## src/rtl/cmd_auth.sv

```systemverilog
// cmd_auth: 8N1 UART receiver feeding a 'G'/'S' authorization FSM that drives pwr_up.
// Define CMD_AUTH_FRAME_CHECK_EN to reject frames whose stop bit samples low.
module cmd_auth #(
  parameter int BAUD_DIV = 2604
) (
  input  logic       clk,
  input  logic       rst_n,
  input  logic       RX,
  input  logic       rider_off,
  output logic       pwr_up,
  output logic [7:0] rx_data,
  output logic       rx_rdy,
  output logic       frm_err
);

  localparam logic [1:0] RX_IDLE   = 2'd0;
  localparam logic [1:0] RX_START  = 2'd1;
  localparam logic [1:0] RX_DATA   = 2'd2;
  localparam logic [1:0] RX_STOP   = 2'd3;

  localparam logic [1:0] AUTH_OFF  = 2'd0;
  localparam logic [1:0] AUTH_PWR1 = 2'd1;
  localparam logic [1:0] AUTH_PWR2 = 2'd2;

  // Counter counts reload..0 inclusive, so a reload of BAUD_DIV-1 spaces samples BAUD_DIV clocks apart.
  localparam logic [11:0] HALF_BIT = 12'(BAUD_DIV / 2);
  localparam logic [11:0] FULL_BIT = 12'(BAUD_DIV - 1);

  logic        rx_meta;
  logic        rx_sync;
  logic        rx_prev;
  logic [1:0]  settle;
  logic        fall;
  logic [1:0]  rx_st;
  logic [11:0] baud_cnt;
  logic [2:0]  bit_cnt;
  logic [7:0]  shift_reg;
  logic [1:0]  auth_st;
  logic [1:0]  auth_nxt;
`ifdef CMD_AUTH_FRAME_CHECK_EN
  logic        stop_wait;
`endif

  // settle keeps the reset value of the synchronizer from looking like a falling edge.
  always_ff @(posedge clk) begin
    if (!rst_n) begin
      rx_meta <= 1'b1;
      rx_sync <= 1'b1;
      rx_prev <= 1'b0;
      settle  <= 2'b00;
    end else begin
      rx_meta <= RX;
      rx_sync <= rx_meta;
      settle  <= {settle[0], 1'b1};
      rx_prev <= rx_sync & settle[1];
    end
  end

  assign fall = settle[1] & rx_prev & ~rx_sync;

  always_ff @(posedge clk) begin
    if (!rst_n) begin
      rx_st     <= RX_IDLE;
      baud_cnt  <= '0;
      bit_cnt   <= '0;
      shift_reg <= '0;
      rx_data   <= '0;
      rx_rdy    <= 1'b0;
`ifdef CMD_AUTH_FRAME_CHECK_EN
      frm_err   <= 1'b0;
      stop_wait <= 1'b0;
`endif
    end else begin
      rx_rdy  <= 1'b0;
`ifdef CMD_AUTH_FRAME_CHECK_EN
      frm_err <= 1'b0;
`endif
      case (rx_st)
        RX_IDLE: begin
          if (fall) begin
            rx_st    <= RX_START;
            baud_cnt <= HALF_BIT;
          end
        end
        RX_START: begin
          if (baud_cnt == '0) begin
            if (!rx_sync) begin
              rx_st    <= RX_DATA;
              baud_cnt <= FULL_BIT;
              bit_cnt  <= '0;
            end else begin
              rx_st <= RX_IDLE;
            end
          end else begin
            baud_cnt <= baud_cnt - 12'd1;
          end
        end
        RX_DATA: begin
          if (baud_cnt == '0) begin
            shift_reg <= {rx_sync, shift_reg[7:1]};
            baud_cnt  <= FULL_BIT;
            bit_cnt   <= bit_cnt + 3'd1;
            if (bit_cnt == 3'd7) begin
              rx_st <= RX_STOP;
            end
          end else begin
            baud_cnt <= baud_cnt - 12'd1;
          end
        end
        RX_STOP: begin
`ifdef CMD_AUTH_FRAME_CHECK_EN
          // A low stop bit may be a break; hold here until the line idles high.
          if (stop_wait) begin
            if (rx_sync) begin
              stop_wait <= 1'b0;
              rx_st     <= RX_IDLE;
            end
          end else if (baud_cnt == '0) begin
            if (rx_sync) begin
              rx_data <= shift_reg;
              rx_rdy  <= 1'b1;
              rx_st   <= RX_IDLE;
            end else begin
              frm_err   <= 1'b1;
              stop_wait <= 1'b1;
            end
          end else begin
            baud_cnt <= baud_cnt - 12'd1;
          end
`else
          if (baud_cnt == '0) begin
            rx_data <= shift_reg;
            rx_rdy  <= 1'b1;
            rx_st   <= RX_IDLE;
          end else begin
            baud_cnt <= baud_cnt - 12'd1;
          end
`endif
        end
        default: rx_st <= RX_IDLE;
      endcase
    end
  end

`ifndef CMD_AUTH_FRAME_CHECK_EN
  assign frm_err = 1'b0;
`endif

  // rider_off in PWR2 wins over a simultaneous 'G'.
  always_comb begin
    auth_nxt = auth_st;
    case (auth_st)
      AUTH_OFF: begin
        if (rx_rdy && rx_data == 8'h47) auth_nxt = AUTH_PWR1;
      end
      AUTH_PWR1: begin
        if (rx_rdy && rx_data == 8'h53) auth_nxt = rider_off ? AUTH_OFF : AUTH_PWR2;
      end
      AUTH_PWR2: begin
        if (rider_off)                       auth_nxt = AUTH_OFF;
        else if (rx_rdy && rx_data == 8'h47) auth_nxt = AUTH_PWR1;
      end
      default: auth_nxt = AUTH_OFF;
    endcase
  end

  always_ff @(posedge clk) begin
    if (!rst_n) begin
      auth_st <= AUTH_OFF;
      pwr_up  <= 1'b0;
    end else begin
      auth_st <= auth_nxt;
      pwr_up  <= (auth_st != AUTH_OFF);
    end
  end

endmodule

```

## config.mk

```make
export PLATFORM = sky130hd
export DESIGN_NAME = cmd_auth
export DESIGN_NICKNAME = d
export VERILOG_FILES = /design/src/rtl/cmd_auth.sv
export SDC_FILE = /design/constraint.sdc
export NUM_CORES = 1
export LEC_CHECK = 0
export ABC_AREA = 1
export ABC_CLOCK_PERIOD_IN_PS = 2000
export CAP_MARGIN = 25
export CORE_AREA = 3 3 68 70
export CTS_BUF_LIST = sky130_fd_sc_hd__clkbuf_8
export CTS_CLUSTER_DIAMETER = 80
export DETAILED_ROUTE_END_ITERATION = 8
export DIE_AREA = 0 0 71 73
export MAX_ROUTING_LAYER = met4
export PLACE_DENSITY = 0.73
export SETUP_SLACK_MARGIN = 0.02
export SYNTH_ARGS = -nofsm -noshare
export SYNTH_HDL_FRONTEND = slang
export SYNTH_SLANG_ARGS = --single-unit
```

## constraint.sdc

```tcl
create_clock -name clk -period 2 [get_ports clk]
set_clock_uncertainty 0.2 [all_clocks]
set_input_delay 0.4 -clock clk [delete_from_list [all_inputs] [get_ports clk]]
set_output_delay 0.4 -clock clk [all_outputs]
set_load 0.005 [all_outputs]
```

==> impl_metrics.toml, run 1 <==
[status]
run_status = "complete, no violations"

[timing]
rsz0062_at_grt = "no"
drv_slew = 0
hold_viol_final = 0
fin_crit_ns = 1.81
max_freq_ghz = 0.552
setup_viol = 0
min_period_over_period_pct = 90.6
timing.hold.ws_ns = 0.217
fin_tns_setup_ns = 0

[grt]
grt_max_degree = 19
antenna_found_initial = 0
grt_overflow = 0
grt_pass1_wl_um = 7610
grtUsageTotal_pct = 19.3
grt_pass1_vias = 1735

[yosys]
synth_area_leader_cell = "dfxtp_1"
postSynthCellCount = 312
synth_top_area_share_pct = 37.8
synthArstFlopShare_pct = 0
netlist_area_um2 = 2220
synth_seq_cells = 42
synth-main-ff-cell = "dfxtp_1"
synth_area_leaders = "dfxtp_1, nand2_1, inv_1, nor2_1, a21oi_1"
synthMostInstantiatedCell = "nand2_1"
yosysWarnings = 0
syn_area_per_cell_um2 = 7.12
netlist-cell-type-count = 28
synth_edf_count = 0
ys_top_cells_by_count = "nand2_1, inv_1, nor2_1"
ys_seq_area_share_pct = 37.8
syn-num-nets = 325

[clock_network]
cts.sinks = 42
htreeDepth = 2
clock_latency_ns = 0.30
clockBufferDepth = 2
cts_setup_buffers = 0
root_buffer = "clkbuf_8"
hold_buffers = 0
cts_buffers = 5
clk_pin_slew_ns = 0.09
cts_tree = "built"
ctsResizeCount = 0

[critical_path]
ff2ff_setup_slack_ns = 0.19
cp_cell_sequence = "inv_1 -> ha_2 -> inv_1 -> nor2_1 -> nand2_1 -> nor2_4 -> nand3_2 -> nand3_1 -> inv_1 -> nand2_1 -> nand2_1 -> inv_1"
crit_path_end_kind = "flop"
crit_type = "reg -> reg"
worstPathArrival_ns = 1.86
critPathSlowestCell = "dfxtp_1"
critPathLaunchType = "flop"
cp_common_cell = "inv_1"
critPathMaxStageDelay_ns = 0.33
crit_fanout = 5
crit_required_ns = 2.05

[pwr]
leakagePower_nw = 1.13
p_sw_uw = 959
power_density_nw_per_um2 = 949
p_clk_share_pct = 23.7
p_int_mw = 1.43
p_comb_share_pct = 36.8
p_seq_share_pct = 39.4
max-vdd-ir-drop_uv = 409
swShare_pct = 40.1

[floorplan]
initial_core_util_pct = 55.2
die_area_um2 = 5180
ioPinCount = 15
rows = 23
coreArea_um2 = 4030
die_h_um = 73
fp.dieW_um = 71

[detailed_routing]
ant_nets = 0
routed_wl_um = 4550
vias = 1889
wl_per_cell_um = 11.9
drt_iter0_drc = 120
drcViolationCount = 0
vias_per_cell = 4.95
drt-pass1-iter-count = 4

[final_layout]
final_nets = 344
diodes = 0
area_delta_synth_final_pct = 13.5
layout-drive-gt1-share_pct = 13.3
fin_util_pct = 62.6
largest_reg_flops = 12

[run]
cap_violations = 0

[place]
gp_congestion = 0.965
port_buffers = 13
dp_hpwl_um = 3370

[min_path]
hold_path.class = "reg -> reg"
[final timing paths]
check	from	end	depth (start not counted)
worst max-delay path	baud_cnt[1]	baud_cnt[10]	12
worst max register to register	baud_cnt[1]	baud_cnt[10]	12
worst min-delay path	settle[0]	settle[1]	2
worst min register to register	settle[0]	settle[1]	2
[power by group through the flow]
stage | Combinational [mW] | Sequential, mW | Clock (mW)
finish | 0.881 | 0.944 | 0.568
global route | 0.997 | 0.950 | 0.607
CTS | 0.867 | 0.942 | 0.575
detailed placement | 0.857 | 0.962 | 0
global placement | 0.856 | 0.960 | 0
floorplan | 0.713 | 0.949 | 0
[layer usage]
metal | up-vias | share of wire [%] | wire, um | global-route usage (%)
li1 | 1013 | - | - | -
met1 | 822 | 48 | 2160 | 24.9
met2 | 48 | 46 | 2070 | 29.7
met3 | 6 | 5.7 | 257 | 4.55
met4 | 0 | 1.2 | 55 | 6.47
met5 | - | 0 | 0 | -
[cell families (layout without fill, tap and decap cells)]
group	Yosys count	in the layout	synth area share (%)
adder cells (fa/ha/maj)	9	9	5.07
flip-flops	42	42	37.8
other	1	1	0.169
buffers and inverters	60	80	11.1
AND/OR/NAND/NOR	145	145	30.1
AO/OA/AOI/OAI	52	52	14.6
XOR/XNOR	3	3	1.18
[layout make-up]
cell class                 instances  area, um2
sequential                        42        841
timing repair buffer              19        188
fill                             361       1510
inverter                          53        201
tap                               50       62.6
multi-input combinational        210       1140
clock buffer                       5       68.8
clock inverter                     3       21.3
[layout by cell type (no fill, tap or decap), drive strengths merged]
| cell | instances |
|---|---|
| a211oi | 8 |
| xor2 | 3 |
| clkbuf | 5 |
| clkdlybuf4s50 | 13 |
| buf | 6 |
| nand2 | 63 |
| conb | 1 |
| nand3 | 22 |
| nor2 | 50 |
| inv | 53 |
| nand4 | 3 |
| clkinvlp | 1 |
| ha | 9 |
| nor3 | 5 |
| or2 | 2 |
| dfxtp | 42 |
| o21ai | 18 |
| clkinv | 2 |
| a21oi | 26 |
[metrics by stage]
step                setup WS (ns)  instances  total power [mW]  area, um2
finish                      0.189        382              2.39       2520
global route               0.0405        382              2.55       2520
CTS                         0.171        382              2.38       2510
detailed placement          0.188        374              1.82       2420
global placement            0.203        374              1.82       2420
floorplan                   0.240        312              1.66       2220
[worst max-delay path, delay by kind of cell, from the launching register on]
| family | cells | cell delay [ns] |
|---|---|---|
| and+or+nand+nor | 7 | 0.75 |
| buffers and inverters | 4 | 0.29 |
| DFF | 1 | 0.33 |
| adders and majority gates | 1 | 0.20 |
Power figures use the tool's default switching activity.
==> inputs of run 2 (changes only) <==
--- a/config.mk
+++ b/config.mk
@@ -13,6 +13,7 @@
 export CTS_CLUSTER_DIAMETER = 80
 export DETAILED_ROUTE_END_ITERATION = 8
 export DIE_AREA = 0 0 71 73
+export GPL_TIMING_DRIVEN = 0
 export MAX_ROUTING_LAYER = met4
 export PLACE_DENSITY = 0.73
 export SETUP_SLACK_MARGIN = 0.02
==> run 2 against run 1 <==
  * Sequential share of layout area fell by 0.46 points
  * Register-to-register slack got worse by 0.03 ns
  * Maximum frequency fell by 1.6%
  * Final area rose by 1.7%
  * Worst setup slack got worse by 0.029 ns
  * Clock-buffer cell count did not move
  * Largest cell class unchanged
==> impl_metrics.toml, run 2 (synthesis gave the netlist of run 1 again) <==
[floorplan]
die_area_um2 = 5180
die_h_um = 73
fp.dieW_um = 71
coreArea_um2 = 4030
initial_core_util_pct = 55.2
ioPinCount = 15
rows = 23

[critical_path]
ff2ff_setup_slack_ns = 0.16
r2r_end = "baud_cnt[2]"
ff2ff_path_depth = 10
crit_required_ns = 1.96
worstPathArrival_ns = 1.80
crit_path_end_kind = "flop"
crit_fanout = 10
crit_type = "in -> reg"
critPathLaunchType = "primary input"

[pwr]
max-vdd-ir-drop_uv = 531
leakagePower_nw = 1.15
power_density_nw_per_um2 = 945
p_total_mw = 2.42

[timing]
drv_slew = 0
setup_viol = 0
rsz0062_at_grt = "no"
min_period_over_period_pct = 92.0
timing.hold.ws_ns = 0.220
max_freq_ghz = 0.543
tightest_slew_ns = 0.525
fin_crit_ns = 1.84
relSlewSlack_pct = 65.0
hold_viol_final = 0

[final_layout]
layout_commonest_cell = "nand2_1"
fill_cells = 382
largest_reg_flops = 12
area_delta_synth_final_pct = 15.4
layout-drive-gt1-share_pct = 15.7
final_cell_mix = "nand2_1, inv_1, nor2_1"
fin_util_pct = 63.7
final_nets = 349
final_cell_count_no_fill = 387
diodes = 0

[place]
port_buffers = 13
gp_congestion = 0.936
dp_cells = 375
dp_hpwl_um = 3380

[detailed_routing]
vias_per_cell = 5.06
drcViolationCount = 0
ant_nets = 0
routed_wl_um = 4660
drt_iter0_drc = 106
vias = 1957
wl_per_cell_um = 12.0
drt-pass1-iter-count = 5

[grt]
grt_pass1_wl_um = 8050
grtUsageTotal_pct = 19.9
grt_max_degree = 14
grt_overflow = 0
antenna_found_initial = 0
grt_pass1_vias = 1816

[run]
cap_violations = 0

[clock_network]
clock_latency_ns = 0.29
clk_pin_slew_ns = 0.07
cts_buffers = 5
cts_tree = "built"
htreeDepth = 2
clockBufferDepth = 2
cts.sinks = 42
root_buffer = "clkbuf_8"

[min_path]
hp-start = "settle[0]"
whs_path_depth = 2
hold_path.class = "reg -> reg"
min_to = "settle[1]"

[status]
run_status = "complete, no violations"
-- run 2: what timing repair did --
action	in CTS	in global routing
resized for setup	2	11
pin swaps	0	3
setup endpoints to repair	5	15
buffers inserted	0	4
hold buffers	0	0
hold endpoints to repair	0	0
-- run 2: worst max-delay path by stage --
stage	start	to	slack, ns	cells after the start
after floorplan	baud_cnt[0]	baud_cnt[8]	0.24	12
after global placement	rst_n	baud_cnt[10]	-0.32	6
after detailed placement	rst_n	baud_cnt[10]	-0.33	6
after CTS	baud_cnt[0]	baud_cnt[8]	0.07	12
after global routing	baud_cnt[4]	shift_reg[5]	0.02	7
final	rst_n	rx_prev	0.16	4
-- run 2: metrics by stage --
stage	TNS, ns	setup slack (ns)	cell area, um2
after global placement	-3.65	-0.315	2410
final	0	0.159	2560
after detailed placement	-3.79	-0.329	2410
after global routing	0	0.0226	2560
after floorplan	0	0.240	2220
after CTS	0	0.0682	2500
-- run 2: power by group --
part	switching, mW	internal, mW
clock network	0.287	0.241
logic	0.610	0.342
registers	0.0589	0.886
-- run 2: cell type report --
| type | count | area, um2 | area share (%) |
|---|---|---|---|
| Timing Repair Buffer | 17 | 160 | 6.24 |
| Clock inverter | 3 | 17.5 | 0.683 |
| Multi-Input combinational cell | 210 | 1160 | 45.4 |
| Tap cell | 50 | 62.6 | 2.44 |
| Clock buffer | 5 | 68.8 | 2.68 |
| Inverter | 53 | 199 | 7.76 |
| Sequential cell | 42 | 843 | 32.9 |
| Buffer | 7 | 48.8 | 1.90 |
-- run 2: layer usage --
layer  routed length, um  global-route usage [%]  share of wire, %
met4                  37                    5.01              0.79
met3                 212                    3.99               4.6
met1                2270                    25.4                49
met5                   0                       -                 0
met2                2140                    32.4                46
-- run 2: worst max-delay path, cell delays in order --
cell and delay, ns:
clkdlybuf4s50_1 0.60, inv_1 0.25, clkbuf_1 0.45, nor2_1 0.09
